[config.mk]
export PLATFORM = sky130hd
export DESIGN_NAME = alu_operand_stage
export DESIGN_NICKNAME = d
export VERILOG_FILES = /design/src/rtl/alu_operand_stage.sv
export SDC_FILE = /design/constraint.sdc
export NUM_CORES = 1
export LEC_CHECK = 0
export CAP_MARGIN = 10
export CORE_UTILIZATION = 46
export CTS_BUF_LIST = sky130_fd_sc_hd__clkbuf_4
export CTS_CLUSTER_DIAMETER = 50
export CTS_CLUSTER_SIZE = 28
export DETAILED_ROUTE_END_ITERATION = 8
export GPL_ROUTABILITY_DRIVEN = 0
export PLACE_DENSITY = 0.83
export SYNTH_ARGS = -nofsm -noshare
export SYNTH_HDL_FRONTEND = slang
export SYNTH_HIERARCHICAL = 1
export SYNTH_SLANG_ARGS = --single-unit
export TNS_END_PERCENT = 30
[constraint.sdc]
create_clock -name clk -period 3.8 [get_ports clk]
set_clock_uncertainty 0.2 [all_clocks]
set_input_delay 0.95 -clock clk [delete_from_list [all_inputs] [get_ports clk]]
set_output_delay 0.95 -clock clk [all_outputs]
set_load 0.05 [all_outputs]
[src/rtl/alu_operand_stage.sv]
// ID/EX pipeline register feeding the ALU: holds one decoded instruction,
// forwards operands from EX/MEM and MEM/WB, stalls on load-use and supports flush.

module alu_operand_fwd #(
  parameter int WORD_SIZE  = 32,
  parameter int REG_ADDR_W = 5
) (
  input  logic [REG_ADDR_W-1:0] addr,
  input  logic [WORD_SIZE-1:0]  held,
  input  logic                  ex_valid,
  input  logic                  ex_is_load,
  input  logic [REG_ADDR_W-1:0] ex_rd,
  input  logic [WORD_SIZE-1:0]  ex_data,
  input  logic                  wb_valid,
  input  logic [REG_ADDR_W-1:0] wb_rd,
  input  logic [WORD_SIZE-1:0]  wb_data,
  output logic [WORD_SIZE-1:0]  eff,
  output logic                  hit_ex,
  output logic                  refresh
);
  logic nz, hit_wb;

  assign nz     = |addr;
  assign hit_ex = ex_valid & (ex_rd == addr) & nz;
  assign hit_wb = wb_valid & (wb_rd == addr) & nz;
  assign eff    = hit_ex ? ex_data : hit_wb ? wb_data : held;
  // a load hit in EX carries no usable data yet, so it must not overwrite the held copy
  assign refresh = hit_ex ? !ex_is_load : hit_wb;
endmodule

module alu_operand_stage #(
  parameter int WORD_SIZE  = 32,
  parameter int REG_ADDR_W = 5
) (
  input  logic                  clk,
  input  logic                  reset,
  input  logic                  in_valid,
  output logic                  in_ready,
  input  logic [WORD_SIZE-1:0]  in_pc,
  input  logic [WORD_SIZE-1:0]  in_rs1_data,
  input  logic [WORD_SIZE-1:0]  in_rs2_data,
  input  logic [REG_ADDR_W-1:0] in_rs1_addr,
  input  logic [REG_ADDR_W-1:0] in_rs2_addr,
  input  logic [REG_ADDR_W-1:0] in_rd_addr,
  input  logic [WORD_SIZE-1:0]  in_imm,
  input  logic [2:0]            in_funct3,
  input  logic                  in_funct7_b5,
  input  logic                  in_use_pc_a,
  input  logic                  in_use_imm_b,
  input  logic                  in_force_add,
  input  logic                  flush,
  input  logic                  fwd_ex_valid,
  input  logic                  fwd_ex_is_load,
  input  logic [REG_ADDR_W-1:0] fwd_ex_rd,
  input  logic [WORD_SIZE-1:0]  fwd_ex_data,
  input  logic                  fwd_wb_valid,
  input  logic [REG_ADDR_W-1:0] fwd_wb_rd,
  input  logic [WORD_SIZE-1:0]  fwd_wb_data,
  output logic                  out_valid,
  input  logic                  out_ready,
  output logic [WORD_SIZE-1:0]  alu_a,
  output logic [WORD_SIZE-1:0]  alu_b,
  output logic [3:0]            raw_alu_operation,
  output logic [REG_ADDR_W-1:0] out_rd_addr,
  output logic [WORD_SIZE-1:0]  out_pc,
  output logic [WORD_SIZE-1:0]  out_rs2_data
);
  localparam int NUM_OPS = 2;

  typedef struct packed {
    logic [WORD_SIZE-1:0]  pc;
    logic [WORD_SIZE-1:0]  rs1;
    logic [WORD_SIZE-1:0]  rs2;
    logic [REG_ADDR_W-1:0] rs1_addr;
    logic [REG_ADDR_W-1:0] rs2_addr;
    logic [REG_ADDR_W-1:0] rd;
    logic [WORD_SIZE-1:0]  imm;
    logic [2:0]            funct3;
    logic                  funct7_b5;
    logic                  use_pc_a;
    logic                  use_imm_b;
    logic                  force_add;
  } entry_t;

  entry_t q, d_in;
  logic   valid_q;
  logic   hz, advance, capture;

  logic [NUM_OPS-1:0][REG_ADDR_W-1:0] op_addr;
  logic [NUM_OPS-1:0][WORD_SIZE-1:0]  op_held, op_eff;
  logic [NUM_OPS-1:0]                 op_hit_ex, op_refresh;

  assign d_in = '{pc: in_pc, rs1: in_rs1_data, rs2: in_rs2_data,
                  rs1_addr: in_rs1_addr, rs2_addr: in_rs2_addr, rd: in_rd_addr,
                  imm: in_imm, funct3: in_funct3, funct7_b5: in_funct7_b5,
                  use_pc_a: in_use_pc_a, use_imm_b: in_use_imm_b,
                  force_add: in_force_add};

  assign op_addr = {q.rs2_addr, q.rs1_addr};
  assign op_held = {q.rs2, q.rs1};

  for (genvar i = 0; i < NUM_OPS; i++) begin : g_fwd
    alu_operand_fwd #(.WORD_SIZE(WORD_SIZE), .REG_ADDR_W(REG_ADDR_W)) u_fwd (
      .addr      (op_addr[i]),
      .held      (op_held[i]),
      .ex_valid  (fwd_ex_valid),
      .ex_is_load(fwd_ex_is_load),
      .ex_rd     (fwd_ex_rd),
      .ex_data   (fwd_ex_data),
      .wb_valid  (fwd_wb_valid),
      .wb_rd     (fwd_wb_rd),
      .wb_data   (fwd_wb_data),
      .eff       (op_eff[i]),
      .hit_ex    (op_hit_ex[i]),
      .refresh   (op_refresh[i])
    );
  end

  // rs2 is checked even for immediate forms since it may be store data
  assign hz = valid_q & fwd_ex_is_load & ((op_hit_ex[0] & !q.use_pc_a) | op_hit_ex[1]);

  assign out_valid = valid_q & !hz;
  assign advance   = out_valid & out_ready;
  assign in_ready  = !valid_q | advance;
  assign capture   = in_valid & in_ready & !flush;

  assign alu_a        = q.use_pc_a  ? q.pc  : op_eff[0];
  assign alu_b        = q.use_imm_b ? q.imm : op_eff[1];
  assign out_rs2_data = op_eff[1];
  assign out_rd_addr  = q.rd;
  assign out_pc       = q.pc;

  always_comb begin
    raw_alu_operation = 4'b0000;
    if (!q.force_add)
      raw_alu_operation = {(!q.use_imm_b || q.funct3 == 3'b101) & q.funct7_b5, q.funct3};
  end

  always_ff @(posedge clk) begin
    if (reset) begin
      valid_q <= 1'b0;
      q       <= '0;
    end else if (flush) begin
      valid_q <= 1'b0;
    end else if (capture) begin
      valid_q <= 1'b1;
      q       <= d_in;
    end else if (advance) begin
      valid_q <= 1'b0;
    end else if (valid_q) begin
      // keep producers that retire past WB while we stall
      if (op_refresh[0]) q.rs1 <= op_eff[0];
      if (op_refresh[1]) q.rs2 <= op_eff[1];
    end
  end
endmodule

# Word level (Yosys, flattened, before mapping)
# Cells that the tools add are included.
# word_totals
register_bits	151
input_bits	232
output_inout_bits	139
# classes
eq_ne	6
muxes	16
bitwise	19
reduce_logical	17
# op_table
cell	count
$mux W32	8
$mux W64	3
$eq A5 B5 Y1	4
$and A1 B1 Y1	16
$reduce_or A5 Y1	2
$reduce_and A4 Y1	2
$reduce_bool A2 Y1	4
$logic_not A1 Y1	6
$mux W1	4
$mux W4	1
$eq A3 B3 Y1 const B	1
$ne A2 B1 Y1 const B	1
$or A1 B1 Y1	2
$reduce_and A2 Y1	1
$reduce_or A2 Y1	1
$logic_or A1 B1 Y1	1
$not A1 Y1	1

# Depth between registers and ports, before layout
# logic_depth
depth_word	14
depth_mapped	13
mapped_depth_nobuf	9

# Hierarchy
# Netlist, hierarchy kept.
# by_module_without_submodules
mod	n_inst	cells_per_inst	area_each_um2	seq_area_each_um2
alu_operand_stage	1	883	7953.9	3022.9
alu_operand_fwd	2	172	979.7	0.0

# Worst setup path after synthesis
# OpenSTA, ideal clock, no wires.
# synth_path
kind	input to output
start	input port fwd_wb_rd[0]
end	output port alu_b[2]
arrival_ns	3.279
t_required_ns	2.650
setup_slack_ns	-0.629
cell_stages	7
path_buffers	2
cell_sequence	xnor2_1 -> and4_1 -> clkbuf_1 -> clkbuf_1 -> nand3_1 -> a31oi_1 -> mux2_2
# synth_via
elab_chain_len	6
# synth_rtl
element	line_no	source
from (decl)	57	input logic [REG_ADDR_W-1:0] fwd_wb_rd,
$eq A5 B5 Y1	25	assign hit_wb = wb_valid & (wb_rd == addr) & nz;
$and A1 B1 Y1 (2 in series)	25	
$mux W32 (2 in series)	26	assign eff = hit_ex ? ex_data : hit_wb ? wb_data : held;
via out_rs2_data[2]	66	output logic [WORD_SIZE-1:0] out_rs2_data
$mux W32	128	assign alu_b = q.use_imm_b ? q.imm : op_eff[1];
to (decl)	62	output logic [WORD_SIZE-1:0] alu_b,
# The timed path passes the listed nets, and every way through them passes these cells.

==> results.yml <==
cts:
  cts_buffer_depth: 2
  cts_made_buffers: 17
  clk_latency_ps: 610
  holdBufCountCts: 0
  cts-root-buf: "clkbuf_4"
  cts.clk_slew.worst_paths_ps: 150
  cts_sinks: 151
  htreeDepth: 4
  tritoncts: "built"
grt:
  met1_usage_pct: 44.9
  grt_pass1_vias: 12108
  grt_usage_pct: 41.2
  use_met3_pct: 10.4
  grt-ovfl-total: 0
  grt_max_degree: 97
  grt_pass1_wl_um: 69100
  use_met2_pct: 71.7
  antenna_found_initial: 5
  busiest_layer: "met2"
finish:
  drive_above_1_share_pct: 34.4
  fin_nets: 1838
  fillers: 1157
  final_common_cell: "clkdlybuf4s50_1"
  layout_common_cells: "clkdlybuf4s50_1 (259), nor3_1 (159), dfxtp_1 (143), buf_12 (120), o21ai_0 (107)"
  utilization_pct: 83.4
  area_delta_synth_final_pct: 77.3
logic_synthesis:
  synth_edf_count: 0
  ys_types: 36
  syn_avg_cell_area_um2: 8.08
  netlist.area_leader.share_pct: 30.5
  ys.flop_type: "dfxtp_1"
  synth_area_um2: 9910
  ys_ff_latch: 151
  synth_top_area_cell: "dfxtp_1"
  synthCells: 1227
  synthTopCellsByArea: "dfxtp_1 (30%), nor3_1 (9.7%), or3b_1 (7.6%)"
  ys_warn_count: 6
  syn-num-nets: 1459
  ys_seq_area_share_pct: 30.5
  postSynth.asyncResetShare_pct: 0
critical_path:
  path_cells: "clkdlybuf4s15_1 -> xnor2_1 -> nand4_1 -> buf_8 -> nor3_2 -> a31oi_4 -> mux2_4 -> buf_12"
  crit_path_start: "fwd_ex_rd[0]"
  worst-path-max-fanout: 32
  r2r_end: "op_held[7]$_SDFFE_PP0P_"
  end_kind: "primary output"
  crit_buf_inv: 3
  worst-r2r-setup-slack_ps: 40
  crit_family: "simple AND/OR/NAND/NOR gates"
  crit_type: "in -> out"
  reg2reg_depth: 10
  crit_path_max_incr_delay_ps: 440
  crit_slowest_cell: "nor3_2"
  rr_startpoint: "op_addr[8]$_SDFFE_PP0P_"
  critPathRequiredTime_ps: 2650
  cp-start-kind: "primary input"
  arrival_ps: 2940
min_path:
  hold_start: "op_held[26]$_SDFFE_PP0P_"
  min_to: "op_held[26]$_SDFFE_PP0P_"
  hold_class: "reg -> reg"
  hold-path-cell-count: 2
place:
  io_buffers: 370
  dp_hpwl_um: 29900
timing:
  finalSetupViolCount: 98
  rsz0062_at_grt: "yes"
  worst_slack_ps: -286
  hold_viol: 0
  fmax_mhz: 245
  final_max_slew_viol_count: 0
  post-route-min-period_ps: 4090
  period_share_pct: 108
  relSlewSlack_pct: 46.6
  tightest_slew_ps: 801
power_and_ir_drop:
  ir_worst_vdd_uv: 327
  p_per_area_nw_per_um2: 279
  leakage_nw: 6.09
  p_total_mw: 4.91
drt:
  totalWireLength_um: 48700
  avgRoutedWirePerCell_um: 25.7
  final_antenna_net_count: 0
  drt_pass1_iterations: 6
  drt_iter0_drc: 1122
  viasPerCell: 6.47
  drc: 0
  num_vias: 12277
floorplan:
  die_width_um: 149
  rows: 53
  fp.dieH_um: 149
  io-pin-count: 371
  core_area_um2: 21100
  die_area_um2: 22100
  initial_core_util_pct: 47.0
run_status:
  status: "finished with violations"
  violations: "setup timing"
run:
  maxCapViolations: 0
-- metal layers --
layer,share of wire (%),routed length (um)
met1,35,16800
met2,49,23800
met5,0,0
met3,9.6,4700
met4,6.9,3360
-- kinds of logic after synthesis --
family | count (synthesis) | synth area share, %
AO/OA/AOI/OAI | 373 | 25.0
AND/OR/NAND/NOR | 368 | 22.3
buffers and inverters | 247 | 12.7
XOR/XNOR | 20 | 1.77
multiplexers | 68 | 7.77
flip-flops | 151 | 30.5
-- power breakdown --
group | total, mW | internal [mW] | switching (mW) | leakage (nW)
Clock | 1.08 | 0.390 | 0.694 | 0.139
Combinational | 2.09 | 1.02 | 1.07 | 4.70
Sequential | 1.74 | 1.67 | 0.0641 | 1.24
Total | 4.91 | 3.08 | 1.83 | 6.09
-- synthesized netlist by cell type, types with 33 or more instances --
| cell type | count |
|---|---|
| a21oi_1 | 86 |
| a31oi_1 | 64 |
| buf_4 | 42 |
| clkbuf_1 | 91 |
| nor3_1 | 193 |
| mux2_2 | 64 |
| a2111oi_1 | 33 |
| or3b_1 | 86 |
| inv_1 | 66 |
| nand3_1 | 64 |
| o21ai_0 | 142 |
| dfxtp_1 | 151 |
-- worst max-delay path by stage --
stage / to / slack, ps / cells past startpoint
after floorplan: alu_b[2] / -120 / 7
after global placement: alu_a[13] / -410 / 9
after detailed placement: alu_a[13] / -410 / 9
after CTS: alu_b[7] / -220 / 7
after global routing: alu_b[28] / -340 / 8
final: alu_a[26] / -290 / 8
-- per-stage QoR --
step / instances / hold WS (ps) / setup TNS, ps / instance area, um2 / worst slack [ps]
after floorplan: 1227 / 237 / -1520 / 10400 / -119
after global placement: 1836 / 244 / -39260 / 15700 / -415
after detailed placement: 1836 / 250 / -47370 / 15700 / -407
after CTS: 1888 / 271 / -14190 / 17300 / -223
after global routing: 1894 / 283 / -22010 / 17600 / -341
final: 1898 / 279 / -17020 / 17600 / -286
-- timing repair --
| item | 4_1_cts | 5_1_grt |
|---|---|---|
| resized for setup | 243 | 77 |
| cloned | 7 | 0 |
| pin swaps | 29 | 15 |
| endpoints found under the setup margin | 98 | 98 |
| setup buffers | 14 | 9 |
-- worst min-delay path, cell delays in order (launching register included) --
cell	delay (ps)
dfxtp_1	340
inv_1	50
a2111oi_1	50
-- sequential cells by signal (all words and copies together), names as in the netlist --
name / cells
out_pc: 32
valid_q: 1
q: 39
out_rd_addr: 5
op_addr: 10
op_held: 64
-- final cells by class --
cell class / count / area, um2 / area share, %
sequential: 151 / 3040 / 17.3
timing repair buffer: 539 / 6450 / 36.7
antenna: 5 / 12.5 / 0.0712
clock buffer: 17 / 128 / 0.726
clock inverter: 14 / 148 / 0.840
tap: 275 / 344 / 1.96
multi-input combinational: 830 / 7200 / 41.0
inverter: 67 / 254 / 1.44
(Power assumes the default switching activity.)
